### config.mk
export PLATFORM = sky130hd
export DESIGN_NAME = axi_slave_read
export DESIGN_NICKNAME = d
export VERILOG_FILES = /design/src/rtl/axi_pkg.sv /design/src/rtl/axi_byte_mem.sv /design/src/rtl/axi_slave_read.sv
export SDC_FILE = /design/constraint.sdc
export NUM_CORES = 2
export LEC_CHECK = 0
export ABC_AREA = 1
export BUFFER_PORTS_ARGS = -buffer_cell sky130_fd_sc_hd__buf_4
export CAP_MARGIN = 40
export CORE_ASPECT_RATIO = 1.75
export CORE_MARGIN = 2
export CORE_UTILIZATION = 50
export CTS_CLUSTER_DIAMETER = 40
export DETAILED_ROUTE_END_ITERATION = 6
export PLACE_DENSITY = 0.72
export SYNTH_ARGS = -nofsm -noshare
export SYNTH_HDL_FRONTEND = slang
export SYNTH_SLANG_ARGS = --single-unit
### constraint.sdc
create_clock -name ACLK -period 28.2 [get_ports ACLK]
set_input_delay 5.64 -clock ACLK [delete_from_list [all_inputs] [get_ports ACLK]]
set_output_delay 5.64 -clock ACLK [all_outputs]
set_load 0.1 [all_outputs]
### src/rtl/axi_pkg.sv
// Shared constants for the AXI4-Lite slave read path.
// Response codes and read-FSM state encoding.
package axi_pkg;

  localparam logic [1:0] RESP_OKAY   = 2'b00;
  localparam logic [1:0] RESP_SLVERR = 2'b10;

  typedef enum logic [1:0] {
    ST_IDLE  = 2'd0,
    ST_FETCH = 2'd1,
    ST_RESP  = 2'd2
  } rd_state_e;

endpackage

### src/rtl/axi_byte_mem.sv
// Byte-wide register memory with one backdoor write port
// and a combinational 4-byte little-endian wrapping read.
module axi_byte_mem #(
  parameter int DEPTH = 64,
  localparam int AW = $clog2(DEPTH)
) (
  input  logic          clk,
  input  logic          rst,
  input  logic          we,
  input  logic [AW-1:0] waddr,
  input  logic [7:0]    wdata,
  input  logic [AW-1:0] raddr,
  output logic [31:0]   rdata
);

  logic [7:0] mem [DEPTH];

  always_ff @(posedge clk or posedge rst) begin
    if (rst) begin
      for (int i = 0; i < DEPTH; i++) begin
        mem[i] <= 8'h00;
      end
    end else if (we) begin
      mem[waddr] <= wdata;
    end
  end

  // AW-bit index arithmetic gives the wrap at the top for free
  always_comb begin
    logic [AW-1:0] idx;
    rdata = '0;
    idx   = '0;
    for (int i = 0; i < 4; i++) begin
      idx = raddr + AW'(i);
      rdata[8*i +: 8] = mem[idx];
    end
  end

endmodule

### src/rtl/axi_slave_read.sv
// AXI4-Lite AR/R responder over a byte memory.
// One outstanding read; IDLE -> FETCH -> RESP.
module axi_slave_read
  import axi_pkg::*;
#(
  parameter int DEPTH  = 64,
  parameter int ADDR_W = 32,
  localparam int AW = $clog2(DEPTH)
) (
  input  logic              ACLK,
  input  logic              ARESET,
  input  logic [ADDR_W-1:0] ARADDR,
  input  logic              ARVALID,
  output logic              ARREADY,
  output logic [31:0]       RDATA,
  output logic [1:0]        RRESP,
  output logic              RVALID,
  input  logic              RREADY,
  input  logic              bd_we,
  input  logic [AW-1:0]     bd_addr,
  input  logic [7:0]        bd_data
);

  rd_state_e         state;
  logic [ADDR_W-1:0] addr_q;
  logic [31:0]       mem_rdata;
  logic              oob;

  assign oob = addr_q >= ADDR_W'(DEPTH);

  axi_byte_mem #(
    .DEPTH(DEPTH)
  ) u_mem (
    .clk  (ACLK),
    .rst  (ARESET),
    .we   (bd_we),
    .waddr(bd_addr),
    .wdata(bd_data),
    .raddr(addr_q[AW-1:0]),
    .rdata(mem_rdata)
  );

  always_ff @(posedge ACLK or posedge ARESET) begin
    if (ARESET) begin
      state   <= ST_IDLE;
      addr_q  <= '0;
      ARREADY <= 1'b0;
      RVALID  <= 1'b0;
      RDATA   <= '0;
      RRESP   <= RESP_OKAY;
    end else begin
      unique case (state)
        ST_IDLE: begin
          if (ARREADY && ARVALID) begin
            addr_q  <= ARADDR;
            ARREADY <= 1'b0;
            state   <= ST_FETCH;
          end else begin
            ARREADY <= 1'b1;
          end
        end
        ST_FETCH: begin
          RDATA  <= oob ? 32'h0 : mem_rdata;
          RRESP  <= oob ? RESP_SLVERR : RESP_OKAY;
          RVALID <= 1'b1;
          state  <= ST_RESP;
        end
        ST_RESP: begin
          if (RREADY) begin
            RVALID  <= 1'b0;
            RDATA   <= '0;
            RRESP   <= RESP_OKAY;
            ARREADY <= 1'b1;
            state   <= ST_IDLE;
          end
        end
        default: begin
          ARREADY <= 1'b0;
          RVALID  <= 1'b0;
          state   <= ST_IDLE;
        end
      endcase
    end
  end

endmodule

* After elaboration in Yosys (flattened, before gate mapping)
Cells that the tools add are included.
** Word-level totals
- Output and inout bits :: 36
- Register bits :: 582
- Logic and storage cells :: 128
** Operators by class
- Reduce and logical (&&, ||, !) cells :: 9
- Bitwise gates (word level) :: 7
- Add/subtract/negate cells :: 3
- Muxes and demuxes :: 28
- Equality and inequality tests :: 4
- $lt $le $gt $ge :: 7
** Operators by type and width (number)
- 512-bit bitwise mux :: 1
- 8-bit binary-select mux with 6-bit select :: 4
- 8-bit 2-to-1 mux :: 9
- 32-bit 2-to-1 mux :: 2
- 32-bit one-hot mux with 2 select lines :: 1
- 8-bit demux with 6-bit select :: 1
- 7-bit greater-or-equal comparator (second input constant) :: 5
- 6-bit NOT with 7-bit output :: 5
- 32-bit by 7-bit greater-or-equal comparator with 1-bit output (second input constant) :: 1
- 6-bit by 2-bit adder with 6-bit output (second input constant) :: 2
- 2-bit AND reduction :: 5
- 7-bit by 1-bit less-than comparator with 1-bit output (second input constant) :: 1
- 6-bit by 1-bit adder with 6-bit output (second input constant) :: 1
- 2-bit 2-to-1 mux :: 3
- 1-bit one-hot mux with 3 select lines :: 2
- 2-bit one-hot mux with 3 select lines :: 1
- 2-bit inequality test (second input constant) :: 2
- 2-bit one-hot mux with 2 select lines :: 1
- 1-bit 2-to-1 mux :: 3
- 2-bit by 1-bit equality test with 1-bit output (second input constant) :: 1
- 2-bit equality test (second input constant) :: 1
- 1-bit logical AND :: 2
- 2-bit logical NOT :: 1
- 1-bit NOT :: 2
- 2-bit nonzero test :: 1

* Longest topological paths before layout
- Depth in word-level cells :: 7
- Gate-level depth with buffers :: 18
- Depth with buffers taken out :: 13

* Modules after synthesis
From an unflattened synthesis, not the netlist that was laid out.
** Unflattened totals
- Cells, all modules :: 5642
- Area, all modules :: 37201.9 um^2
** By module, submodules not included
- axi_byte_mem :: times used 1, cells an instance 5286, area each 34121.5 um^2
- axi_slave_read :: times used 1, cells an instance 356, area each 3080.5 um^2

* Worst setup path after synthesis
No wires, ideal clock.
- Path type :: input to register
- Start :: in bd_addr[0]
- End :: reg u_mem.mem[440] (netlist bit)
- Stages :: 7
- Arrival :: 6989 ps
- Path slack :: 21133 ps
- Setup time :: 77 ps
- Path through :: buf_4 nor3_1 nand2_1 nor4_4 buf_2 nor2_1 a21oi_1
** On the way
- Longest elaborated chain between the ends :: 6
- Elaborated cells on any way between the ends :: 7
- Those cells by class :: 2 x order compare; 3 x mux; 1 x bitwise; 1 x reduce/logical
** RTL lines
- from (decl) :: line axi_slave_read.sv:20 : input logic [AW-1:0] bd_addr,
- 6-bit NOT with 7-bit output (not written as such) * :: line axi_byte_mem.sv:24 : mem[waddr] <= wdata;
- 7-bit greater-or-equal comparator (not written as such) or 7-bit by 1-bit less-than comparator with 1-bit output (tied branches) :: line axi_byte_mem.sv:24
- 1-bit logical AND (not written as such) :: line axi_byte_mem.sv:24
- 8-bit 2-to-1 mux (not written as such) :: line axi_byte_mem.sv:24
- 8-bit demux with 6-bit select * :: line axi_byte_mem.sv:24
- 512-bit bitwise mux * :: line axi_byte_mem.sv:24
- to (signal, indexed assignment) :: line axi_byte_mem.sv:24
- to (decl) :: line axi_byte_mem.sv:16 : logic [7:0] mem [DEPTH];
Every way passes the cells marked *; elsewhere a longest branch is shown, timed or not.
A chain may end at the register's enable or synchronous reset.

==> results.md <==
| Stage | Result | Value |
|:---|:---|:---|
| outcome | Result of the run | completed |
| timing | Max Slew Vio Count | 0 |
| clock tree | Number of CTS-inserted buffers | 72 |
| clock tree | Sink count of the clock tree | 581 |
| grt | Wire length of the first global-routing pass | 220000 um |
| pwr | Peak VDD IR | 0.119 mV |
| place | Placed Instance Area | 0.0390 mm2 |
| place | Cells after DPL | 6735 |
| place | Number of buffers added on ports | 85 |
| worst setup path | CP max FO | 161 |
| pwr | Power Total | 5.57 mW |
| floorplanning | Core footprint | 0.0749 mm2 |
| drt | Drc violations | 0 |
| timing | Worst Max-Slew Pin Slew | 1.00 ns |
| worst setup path | CP peak stage delay | 0.77 ns |
| pwr | Leakage power | 20.4 nW |
| run | Max-cap violation count | 0 |
| final layout | Layout cell share with drive strength beyond 1 | 5.90% |
| floorplanning | Die area | 0.0777 mm2 |
| grt | Total routing resource utilization after global routing | 37.1% |
| grt | Number of antenna violations at the first check in global routing | 3 |
| synthesis | Largest family of logic cells by synthesized area | simple AND/OR/NAND/NOR gates |
| synthesis | Simple-Gate Fraction of Synth Area | 48.7% |
| final layout | Footprint of the flip-flops and latches | 0.0146 mm2 |
| worst setup path | Slowest CP cell | sky130_fd_sc_hd__buf_4 |
| worst setup path | Data arrival, critical path | 8.57 ns |
| timing | Timing-limited maximum frequency | 129 MHz |
| synthesis | Share of the synthesized area in the top cell type | 38.6% |
| worst setup path | Capturing element type of the critical path | async pin |
| timing | Unrepaired setup endpoints after global routing | no |
| floorplanning | Num ports | 87 |
| place | HPWL Detailed | 90800 um |
| final layout | Final Cell Area | 0.0414 mm2 |
| synthesis | Post-synthesis mux area share | 0% |
| timing | Setup-violating endpoint count in the final report | 0 |
| final layout | Antenna Cells | 0 |
| floorplanning | FP Rows | 133 |
| synthesis | Parity-gate share of the synthesized area counting xor and xnor cells | 0.272% |
| final layout | Number of cells in the finished layout apart from fillers | 6864 |
| clock tree | Deepest clock path buffer count | 3 |
| worst setup path | Delay-heaviest family, CP | buffers and inverters |
| synthesis | Cell types occupying the most area after synthesis | sky130_fd_sc_hd__dfrtp_1 (39%), sky130_fd_sc_hd__nand2_1 (31%), sky130_fd_sc_hd__nand3_1 (16%), sky130_fd_sc_hd__o21ai_0 (5.9%), sky130_fd_sc_hd__clkbuf_1 (3.3%) |
| grt | Largest net degree at the start of global routing | 203 |
| final layout | Layout Area Growth over Synthesis | 9.91% |
| place | Setup slack after placement | 19.70 ns |
| drt | Routed wire length per instance | 20.9 um |
| timing | Part of the cycle the worst path needs | 27.4% |
| worst setup path | Cells along the critical path | buf_4 > inv_8 > buf_12 > buf_4 > buf_4 > buf_16 |
| grt | Via count of the first global-routing pass | 38400 |
| clock tree | Post-CTS sizing | 0 |
| worst setup path | Most frequent cell on the critical path | sky130_fd_sc_hd__buf_4 |
| synthesis | Area share of fa/ha/maj cells after synthesis | 0.133% |
| clock tree | Clock transition at path regs | 0.06 ns |
| timing | Min Hold Slack | 0.463 ns |
| clock tree | Clk Latency, worst-skew pair | 0.68 ns |
| final layout | Fillers | 7358 |
| timing | Layout Skew | 0.0295 ns |
| timing | Final WS setup | 20.47 ns |
| clock tree | TritonCTS clock tree | built |
| final layout | Layout Utilization | 55.3% |
| clock tree | Post-CTS Setup Bufs | 0 |
| synthesis | Cell type contributing the most total cell area after synthesis | sky130_fd_sc_hd__dfrtp_1 |
| drt | Number of antenna-violating nets in the routed design | 0 |
| floorplanning | Overall die height | 367 um |
| drt | Final routed wirelength across all metal layers | 144000 um |
| synthesis | Compound-gate portion of the synthesized area | 7.01% |
| timing | Hold Violations, Final | 0 |
| synthesis | Nets in the synthesized netlist | 6122 |
| synthesis | Count of distinct cell types in the synthesized netlist | 33 |
| floorplanning | Initial Util | 50.3% |
| place | RD Place Congestion | 1.01 |
| timing | Worst slew margin | 32.8% |
| worst setup path | WS Path Type | primary input to async pin |
| timing | Setup TNS | 0 ns |
| grt | GRT overflow | 0 |
| synthesis | Number of synthesized register bits | 581 |
| final layout | Total Nets Final | 5919 |
| timing | Time the final worst path needs with I/O delays and setup | 7.73 ns |
| drt | First-pass iteration count of the detailed router | 7 |
| clock tree | Buffer type at the clock tree root | sky130_fd_sc_hd__clkbuf_16 |
| clock tree | Depth of the CTS H-tree | 3 |
| synthesis | Part of the Yosys area used for sequential elements | 38.6% |
| drt | Vias per std cell | 6.00 |
| final layout | Most common library cell in the layout ignoring fill and taps | sky130_fd_sc_hd__nand2_1 |
| drt | Vias after detailed routing | 41200 |
| pwr | PwrDens | 134 mW/mm2 |
| floorplanning | Horizontal die dimension | 212 um |
| synthesis | Number of warning messages in the yosys log | 0 |
| worst setup path | Data required, critical path | 29.04 ns |
| synthesis | Cell count after synthesis | 6067 |
| worst hold path | Type of the worst min-delay path | register to register |
| final layout | Most used cells in the layout excluding fill and tap cells | sky130_fd_sc_hd__nand2_1 (3127), sky130_fd_sc_hd__nand3_1 (1192), sky130_fd_sc_hd__dfrtp_1 (578) |
| worst setup path | Kind of launch point of the worst setup path | primary input |
| drt | Iteration-0 DRC Markers | 5008 |
| worst setup path | Buffers plus inverters on the worst setup path | 6 |
| clock tree | CTS Hold Buffers Added | 0 |
| final layout | Total area of multi-input combinational cells | 0.0213 mm2 |
| synthesis | Syn_area_per_cell | 6.21 um2 |
| synthesis | Cell area after synthesis | 0.0377 mm2 |
## worst paths after layout
check / cells past startpoint / slack (ns) / from / endpoint
max: 6 / 20.47 / ARESET / u_mem.mem[248]
min: 2 / 0.46 / addr_q[16] / addr_q[16]
max reg2reg: 13 / 22.94 / addr_q[1] / RDATA[28]
min reg2reg: 2 / 0.46 / addr_q[16] / addr_q[16]
max in group ACLK: 5 / 20.69 / bd_we / u_mem.mem[326]
min in group asynchronous: 2 / 5.04 / ARESET / u_mem.mem[316]
## where the power goes
| part | internal [mW] | total, mW | switching [mW] |
|---|---|---|---|
| clock | 0.563 | 0.973 | 0.411 |
| sequential | 0.963 | 1.09 | 0.130 |
| combinational | 0.962 | 3.51 | 2.54 |
| total | 2.49 | 5.57 | 3.08 |
## worst reg2reg max path, stage by stage (launching register included)
cell and delay, ns:
sky130_fd_sc_hd__dfrtp_4 0.84, sky130_fd_sc_hd__inv_8 0.37, sky130_fd_sc_hd__ha_4 0.89, sky130_fd_sc_hd__buf_4 0.72
sky130_fd_sc_hd__buf_4 0.69, sky130_fd_sc_hd__nand3_1 0.20, sky130_fd_sc_hd__nand2_1 0.12, sky130_fd_sc_hd__nand2_1 0.06
sky130_fd_sc_hd__nand3_1 0.11, sky130_fd_sc_hd__nand3_1 0.13, sky130_fd_sc_hd__nand2_1 0.49, sky130_fd_sc_hd__nand2_1 0.12
sky130_fd_sc_hd__nand3_1 0.29, sky130_fd_sc_hd__nand2_1 0.09
## cells by family after synthesis
logic type      after synthesis
fa+ha+maj                     4
compound gates              527
buf+inv                     509
simple gates               4435
other cells                   1
xor+xnor                     10
flops                       581
## sequential cells by signal, summed over array words and instances, names as in the netlist
name	count
u_mem.mem	512
RDATA	32
addr_q	32
state	2
ARREADY	1
RRESP	1
RVALID	1
## cell usage after synthesis
cell                          n
sky130_fd_sc_hd__a21oi_1     60
sky130_fd_sc_hd__buf_1       50
sky130_fd_sc_hd__buf_2       55
sky130_fd_sc_hd__buf_4        3
sky130_fd_sc_hd__clkbuf_1   333
sky130_fd_sc_hd__clkinv_1    12
sky130_fd_sc_hd__conb_1       1
sky130_fd_sc_hd__dfrtp_1    581
sky130_fd_sc_hd__ha_1         4
sky130_fd_sc_hd__inv_1       49
sky130_fd_sc_hd__inv_2        7
sky130_fd_sc_hd__nand2_1   3127
sky130_fd_sc_hd__nand2_2      1
sky130_fd_sc_hd__nand3_1   1192
sky130_fd_sc_hd__nand3b_1     1
sky130_fd_sc_hd__nand4_1      2
sky130_fd_sc_hd__nor2_1      70
sky130_fd_sc_hd__nor2_2       5
sky130_fd_sc_hd__nor2_4       2
sky130_fd_sc_hd__nor3_1      15
sky130_fd_sc_hd__nor3_2       7
sky130_fd_sc_hd__nor3b_1      1
sky130_fd_sc_hd__nor4_1       1
sky130_fd_sc_hd__nor4_2       2
sky130_fd_sc_hd__nor4_4       6
sky130_fd_sc_hd__o21ai_0    448
sky130_fd_sc_hd__o21ai_1     18
sky130_fd_sc_hd__o21ai_2      1
sky130_fd_sc_hd__or2_2        3
sky130_fd_sc_hd__xnor2_1      1
sky130_fd_sc_hd__xnor2_2      1
sky130_fd_sc_hd__xor2_1       7
sky130_fd_sc_hd__xor2_2       1
## per-layer routing
layer	track usage, %	share of wire [%]	routed length [um]	up-vias
met1	43.6	36	51200	18900
met4	31.8	10	14400	6
li1	-	-	-	19200
met3	7.91	9.8	14000	714
met2	57.5	45	64000	2349
met5	0.192	0.026	37	-
## final cells by class
type / count / area share [%]
inverters: 68 / 0.694
clock buffers: 93 / 4.98
multi-input cells: 4977 / 51.4
flip-flops and latches: 581 / 35.1
clock inverters: 36 / 0.960
well taps: 945 / 2.85
repair buffers: 164 / 4.00
No activity file was read; power rests on OpenSTA's default activity.
